$ cat config.mk
export PLATFORM = sky130hd
export DESIGN_NAME = maze_query_arbiter
export DESIGN_NICKNAME = d
export VERILOG_FILES = /design/src/rtl/maze_query_arbiter.sv
export SDC_FILE = /design/constraint.sdc
export NUM_CORES = 1
export LEC_CHECK = 0
export ABC_CLOCK_PERIOD_IN_PS = 2300
export CAP_MARGIN = 20
export CORE_AREA = 2 2 60 104
export CTS_CLUSTER_SIZE = 20
export DETAILED_ROUTE_END_ITERATION = 10
export DIE_AREA = 0 0 62 106
export HOLD_SLACK_MARGIN = 0.08
export PLACE_DENSITY = 0.77
export SKIP_LAST_GASP = 1
export SYNTH_ARGS = -nofsm -noshare
export SYNTH_HDL_FRONTEND = slang
export SYNTH_SLANG_ARGS = --single-unit
$ cat constraint.sdc
create_clock -name i_clk -period 2.3 [get_ports i_clk]
set_clock_uncertainty 0.1 [all_clocks]
set_input_delay 0.345 -clock i_clk [delete_from_list [all_inputs] [get_ports i_clk]]
set_output_delay 0.345 -clock i_clk [all_outputs]
set_load 0.05 [all_outputs]
$ cat src/rtl/maze_query_arbiter.sv
// Round-robin arbiter sharing one maze legality checker among NREQ requesters.
// Define MAZE_QUERY_TIMEOUT_EN to give up on a silent checker after TMO cycles.
module maze_query_arbiter #(
  parameter int NREQ = 4,
  parameter int CW   = 10,
  parameter int TMO  = 15
) (
  input  logic              i_clk,
  input  logic              i_rst_n,
  input  logic [NREQ-1:0]   i_req,
  input  logic [NREQ*CW-1:0] i_req_x,
  input  logic [NREQ*CW-1:0] i_req_y,
  input  logic [NREQ*2-1:0] i_req_dir,
  output logic              o_mq_valid,
  output logic [CW-1:0]     o_mq_x,
  output logic [CW-1:0]     o_mq_y,
  output logic [1:0]        o_mq_dir,
  input  logic              i_mq_ack,
  input  logic              i_mq_legal,
  output logic [NREQ-1:0]   o_rsp_valid,
  output logic              o_rsp_legal,
  output logic              o_busy
);

  localparam int GW = (NREQ > 1) ? $clog2(NREQ) : 1;

  // The timeout counter is 4 bits wide, so TMO has to fit in it.
  if (TMO < 1 || TMO > 16) begin : g_badTmo
    $error("TMO must be between 1 and 16");
  end

  typedef enum logic [1:0] {IDLE, ISSUE, WAIT, RESP} state_t;

  state_t            r_state;
  logic              r_mqValid;
  logic [CW-1:0]     r_mqX;
  logic [CW-1:0]     r_mqY;
  logic [1:0]        r_mqDir;
  logic [GW-1:0]     r_grant;
  logic [GW-1:0]     r_lastGrant;
  logic [NREQ-1:0]   r_rspValid;
  logic              r_rspLegal;
`ifdef MAZE_QUERY_TIMEOUT_EN
  localparam logic [3:0] TMO_LAST = 4'(TMO - 1);
  logic [3:0]        r_tmoCnt;
`endif

  logic [CW-1:0]     w_x   [NREQ];
  logic [CW-1:0]     w_y   [NREQ];
  logic [1:0]        w_dir [NREQ];
  logic              w_found;
  logic [GW-1:0]     w_grantIdx;
  logic [GW-1:0]     w_cand;

  for (genvar g = 0; g < NREQ; g++) begin : g_unpack
    assign w_x[g]   = i_req_x[g*CW +: CW];
    assign w_y[g]   = i_req_y[g*CW +: CW];
    assign w_dir[g] = i_req_dir[g*2 +: 2];
  end

  // Search starts one past the last winner so a repeat requester drops to lowest priority.
  always_comb begin
    w_found    = 1'b0;
    w_grantIdx = '0;
    w_cand     = '0;
    for (int i = 0; i < NREQ; i++) begin
      w_cand = GW'((int'(r_lastGrant) + 1 + i) % NREQ);
      if (!w_found && i_req[w_cand]) begin
        w_found    = 1'b1;
        w_grantIdx = w_cand;
      end
    end
  end

  always_ff @(posedge i_clk or negedge i_rst_n) begin
    if (!i_rst_n) begin
      r_state     <= IDLE;
      r_mqValid   <= 1'b0;
      r_mqX       <= '0;
      r_mqY       <= '0;
      r_mqDir     <= '0;
      r_grant     <= '0;
      r_lastGrant <= GW'(NREQ - 1);
      r_rspValid  <= '0;
      r_rspLegal  <= 1'b0;
`ifdef MAZE_QUERY_TIMEOUT_EN
      r_tmoCnt    <= '0;
`endif
    end else begin
      case (r_state)
        IDLE: begin
          if (w_found) begin
            r_grant   <= w_grantIdx;
            r_mqX     <= w_x[w_grantIdx];
            r_mqY     <= w_y[w_grantIdx];
            r_mqDir   <= w_dir[w_grantIdx];
            r_mqValid <= 1'b1;
            r_state   <= ISSUE;
          end
        end
        ISSUE: begin
          r_mqValid <= 1'b0;
          r_state   <= WAIT;
`ifdef MAZE_QUERY_TIMEOUT_EN
          r_tmoCnt  <= '0;
`endif
        end
        WAIT: begin
          if (i_mq_ack) begin
            r_rspValid <= NREQ'(1) << r_grant;
            r_rspLegal <= i_mq_legal;
            r_state    <= RESP;
          end
`ifdef MAZE_QUERY_TIMEOUT_EN
          // A checker that never answers is treated as an illegal move.
          else if (r_tmoCnt == TMO_LAST) begin
            r_rspValid <= NREQ'(1) << r_grant;
            r_rspLegal <= 1'b0;
            r_state    <= RESP;
          end else begin
            r_tmoCnt <= r_tmoCnt + 4'd1;
          end
`endif
        end
        RESP: begin
          r_rspValid  <= '0;
          r_rspLegal  <= 1'b0;
          r_lastGrant <= r_grant;
          r_state     <= IDLE;
        end
        default: r_state <= IDLE;
      endcase
    end
  end

  assign o_mq_valid  = r_mqValid;
  assign o_mq_x      = r_mqX;
  assign o_mq_y      = r_mqY;
  assign o_mq_dir    = r_mqDir;
  assign o_rsp_valid = r_rspValid;
  assign o_rsp_legal = r_rspLegal;
  assign o_busy      = (r_state != IDLE);

endmodule

* Word level (Yosys, flattened, before mapping)
Cells that the tools add are included.
** Operators by class
- Shift operators :: 1
- Bitwise logic cells :: 1
- Mux-type cells :: 34
- Order comparisons :: 5
- Add/sub/neg operators :: 4
- Reduce and logical (&&, ||, !) cells :: 14
- Equal/unequal tests :: 5
** Operators by type and width (number)
- $bmux W10 S2 :: 2
- $mux W10 :: 4
- $mux W2 :: 8
- $lt A2 B3 Y1 const B :: 4
- $mux W1 :: 10
- $bmux W1 S2 :: 4
- $pmux W2 S4 :: 1
- $pmux W4 S2 :: 1
- $reduce_and A2 Y1 :: 4
- $add A2 B2 Y2 const B :: 3
- $reduce_bool A2 Y1 :: 3
- $bmux W2 S2 :: 1
- $eq A2 B2 Y1 const B :: 2
- $mux W4 :: 1
- $ne A2 B2 Y1 const B :: 2
- $pmux W1 S2 :: 2
- $shl A1 B2 Y4 const A :: 1
- $ge A3 B3 Y1 const B :: 1
- $logic_and A1 B1 Y1 :: 3
- $logic_not A1 Y1 :: 3
- $not A2 Y3 :: 1
- $add A2 B1 Y2 const B :: 1
- $eq A2 B1 Y1 const B :: 1
- $logic_not A2 Y1 :: 1
** Storage, ports and cells
- Bits of input ports :: 96
- Output and inout port bits :: 29
- Register bits :: 34
- Word-level logic and storage cells :: 73

* Logic depth before layout (Yosys ltp)
- Depth in word-level cells :: 17
- Depth in mapped cells :: 7

* Worst setup path after synthesis
Ideal clock, no wire load.
- Path kind :: register to register
- Start :: register r_state[0]
- End :: register r_mqY[5] (netlist: o_mq_y[5])
- Required time :: 2110 ps
- Setup time :: 90 ps
- Setup slack :: 178 ps
- Arrival :: 1932 ps
- Clock period less this slack :: 2122 ps
- Stages on the path, launching flop included :: 8
- Path through :: dfrtp_1 -> inv_1 -> ha_1 -> clkinv_1 -> a21oi_1 -> nand2b_1 -> clkbuf_1 -> o221ai_1
** On the way
- Word-level cells in the longest chain between the ends :: 2
** Ends and longest elaborated chain
- from (decl) :: RTL line 34 : state_t r_state;
- from (signal assigned) :: RTL line 77 : r_state <= IDLE;
- from (signal assigned) :: RTL line 98 : r_state <= ISSUE;
- from (signal assigned) :: RTL line 103 : r_state <= WAIT;
- $logic_not A2 Y1 :: RTL line 90 : case (r_state)
- $reduce_and A2 Y1 (no source line)
- to (signal assigned) :: RTL line 95 : r_mqY <= w_y[w_grantIdx];
- to (decl) :: RTL line 37 : logic [CW-1:0] r_mqY;
No other way between the ends.
A chain may end at the register's enable or synchronous reset.

* Worst setup path after layout
- Start :: input i_req[2]
- End :: register r_mqY[9] (netlist: o_mq_y[9])
** On the way
- Word-level cells in the longest chain between the ends :: 16
- Elaborated cells between the ends (all ways) :: 27
** Ends and longest elaborated chain
- from (decl) :: RTL line 10 : input logic [NREQ-1:0] i_req,
- $bmux W1 S2 :: RTL line 68 : if (!w_found && i_req[w_cand]) begin
- $mux W1 (not written as such) :: RTL line 68
- $mux W1 :: RTL line 68
- $logic_not A1 Y1 :: RTL line 68
- $logic_and A1 B1 Y1 :: RTL line 68
- $mux W1 :: RTL line 68
- $logic_not A1 Y1 :: RTL line 68
- $logic_and A1 B1 Y1 :: RTL line 68
- $mux W1 :: RTL line 68
- $logic_not A1 Y1 :: RTL line 68
- $logic_and A1 B1 Y1 :: RTL line 68
- $mux W2 :: RTL line 68
- $not A2 Y3 (not written as such) :: RTL line 95
- $bmux W10 S2 :: RTL line 95
- $mux W10 (not written as such) (2 in a row) :: RTL line 95
Several ways; a longest one is shown, not always the timed one. The select of a mux whose other input is x is not followed.

==> metrics <==
final instance area=3438 µm²; die area=approximately 6600 µm²; dominant synthesized flop cell=dfrtp_1; Post-synth EDFFs=0; row count=37; Slew @ Worst Pin=just under 0.8 ns; Cells after DPL=approximately 390; DRT Pass-1 Iters=4; HP Class=reg -> reg; Post-Synthesis Cells=between 150 and 200; Critical Path AT=approximately 2.1 ns; Layout area overhead=68.69%; Max IR drop VDD=roughly 740 µV; Crit Path Class=in -> reg; fin crit period=roughly 2.0 ns; global route overflow=0; Starting Density=a little over a third; number of gates resized after CTS=0; wire length per cell=around 16 µm; Cell Pwr Density=approximately 1300 nW/µm²; Hold WS=0.3888 ns; Layout Utilization=59.42%; Layout fillers=522; Final setup viols=0; fin nets=between 400 and 500; share of cells above drive strength 1=under 10%; hold path depth=2; FF-to-FF setup slack=around 0.33 ns; CTS tree=built; clock sink total=34; CTS Buffer Depth=2; Die W=between 60 and 70 µm; Final Non-Filler Cells=395; Mean Syn Cell Area=~11 µm²; Via Count=2,023; Detail Route Antenna Nets=0; Vias/cell=slightly above 5; Worst-path clk slew=0.07 ns; end of the worst hold path=o_mq_x[7]$_DFFE_PN0P_; #FFs+latches synth=34; biggest fanout along the worst timing path=19; CTS H-tree depth=2; synth top area cells=dfrtp_1 39%, mux2i_1 22%, o221ai_1 9.5%; placed inst area=approximately 3300 µm²; number of max-cap violations=0; largest net degree at the start of global routing=35; fmax=499.5 MHz; unique cell type count in the Yosys netlist=29; crit share post-route=87.05%; GRT Total Usage=a little under a fifth; Leakage=approximately 1.5 nW; top cell type's share of synthesized area=39.29%; Skew-Pair Late Insertion Delay=between 0.2 and 0.3 ns; number of diodes=0; RSZ-0062 raised after global routing=no; Port Buf Inserts=between 100 and 150; Relative slew margins=47.23%; Synth async-reset ratio=100.0%; max-slew violations=0; share of the yosys chip area belonging to registers=a little over two fifths; CTS root buffer=clkbuf_8; syn_nets=between 200 and 300; post-synthesis cell area=between 2000 and 2500 µm²; WL final=6247 µm; setup TNS=0 ns; RD Place Congestion=slightly above 0.8; FF-to-FF Start=r_lastGrant[1]$_DFFE_PN1P_; initial antenna violation count=0; Detailed Place HPWL=roughly 4900 µm; first-pass GRT wire length=9356 µm; R2R depth=6; Setup crit start kind=input pin; drt drc=0; final hold vios=0; Core Region=5787 µm²; Top-Level Pins=about 130; reg2reg end=o_mq_y[9]$_DFFE_PN0P_; area leader, netlist=dfrtp_1; CP Capture Type=flop; Inserted Clock Buffers=5; detailed router's first-iteration violation count=just under 80; Yosys warning total=0; critical path required time=between 2 and 2.5 ns; Hold Path Origin=o_mq_x[7]$_DFFE_PN0P_; outcome=finished, final reports clean; Die Span Y=~110 µm; vias in the first global route=2,081
report_power, final:
group | internal [mW] | leakage (nW) | total [mW] | switching (mW)
sequential | 0.908 | 0.420 | 1.10 | 0.190
combinational | 1.15 | 1.08 | 2.85 | 1.71
clock | 0.215 | 0.0395 | 0.418 | 0.203
total | 2.27 | 1.54 | 4.37 | 2.10
metal layers:
metal  wire, µm  track usage (%)  vias up
li1           -                -      950
met1       2209            18.88      983
met2       3435            35.49       79
met3        488            4.380       11
met4        114            5.471        0
met5          0                0        -
worst max path at each step:
| stage | startpoint | end | slack [ns] | cells after the start |
|---|---|---|---|---|
| 6_report | i_req[2] | o_mq_y[9]$_DFFE_PN0P_ | 0.30 | 7 |
| 5_1_grt | i_req[2] | o_mq_x[8]$_DFFE_PN0P_ | 0.20 | 7 |
| 4_1_cts | i_req[2] | o_mq_y[9]$_DFFE_PN0P_ | 0.30 | 7 |
| 3_5_place_dp | i_req[2] | o_mq_y[9]$_DFFE_PN0P_ | 0.01 | 7 |
| 3_3_place_gp | i_req[2] | o_mq_y[9]$_DFFE_PN0P_ | 0.08 | 7 |
| 2_1_floorplan | r_state[0]$_DFFE_PN0P_ | o_mq_y[5]$_DFFE_PN0P_ | 0.18 | 7 |
kinds of logic after synthesis:
family                     share of synthesized area [%]
and+or+nand+nor                                    9.761
muxes                                              22.65
AOI/OAI and AO/OA                                  15.71
DFF                                                41.87
buffers and inverters                              6.936
adders and majority gates                          3.069
registers in the layout, indices dropped and copies added (netlist names):
register and cells:
o_mq_dir 2, o_mq_valid 1, o_mq_x 10, o_mq_y 10, o_rsp_legal 1, o_rsp_valid 4, r_grant 2, r_lastGrant 2
r_state 2
cell usage after synthesis, types with 2 or more instances:
cell,n
nor2b_1,2
inv_1,4
mux2i_1,45
dfstp_2,2
o21ai_0,2
a32o_1,2
dfrtp_1,32
buf_12,4
ha_1,5
a21oi_1,4
nor2_1,5
o221ai_1,22
buf_2,4
a31oi_1,2
a22o_1,2
nand2_1,33
o21ai_1,3
nand2b_1,4
cell type report:
type,count,area (µm²),area share [%]
repair buffers,132,1334,38.79
multi-input cells,138,1055,30.68
flip-flops and latches,34,853.3,24.82
well taps,78,97.59,2.838
clock buffers,8,80.08,2.329
inverters,5,18.77,0.5459
stage by stage:
step	power, mW	worst slack [ns]
after floorplan	3.054	0.1779
after CTS	4.424	0.3016
after global placement	3.935	0.07528
after detailed placement	3.992	0.009739
after global routing	4.634	0.2049
final	4.369	0.2980
cells in the final DEF, fill, tap and decap left out, types with 2 or more instances in the layout:
master           netlist  routed
a21oi_1                4       4
nor2_1                 5       5
nor2b_1                2       2
a22o_1                 2       2
o21ai_0                2       2
a31oi_1                2       2
ha_1                   5       5
nand2_1               33      33
clkbuf_8               0       5
nand2b_1               4       4
o221ai_1              22      22
inv_1                  4       4
dfstp_2                2       2
clkdlybuf4s50_1        0     122
buf_12                 4       3
a32o_1                 2       2
dfrtp_1               32      32
o21ai_1                3       3
mux2i_1               45      45
clkbuf_1               1       3
buf_4                  1       5
critical path, stage by stage:
cell,delay [ns]
clkdlybuf4s50_1,0.50
and2b_1,0.20
a21oi_1,0.24
o221ai_4,0.17
buf_12,0.20
mux2i_1,0.22
o221ai_1,0.16
timing repair:
item                                    CTS  global route
endpoints found under the hold margin    32             0
endpoints found under the setup margin    0             0
hold buffers                              1             0
setup buffers                             0             0
Power figures use the tool's default switching activity.
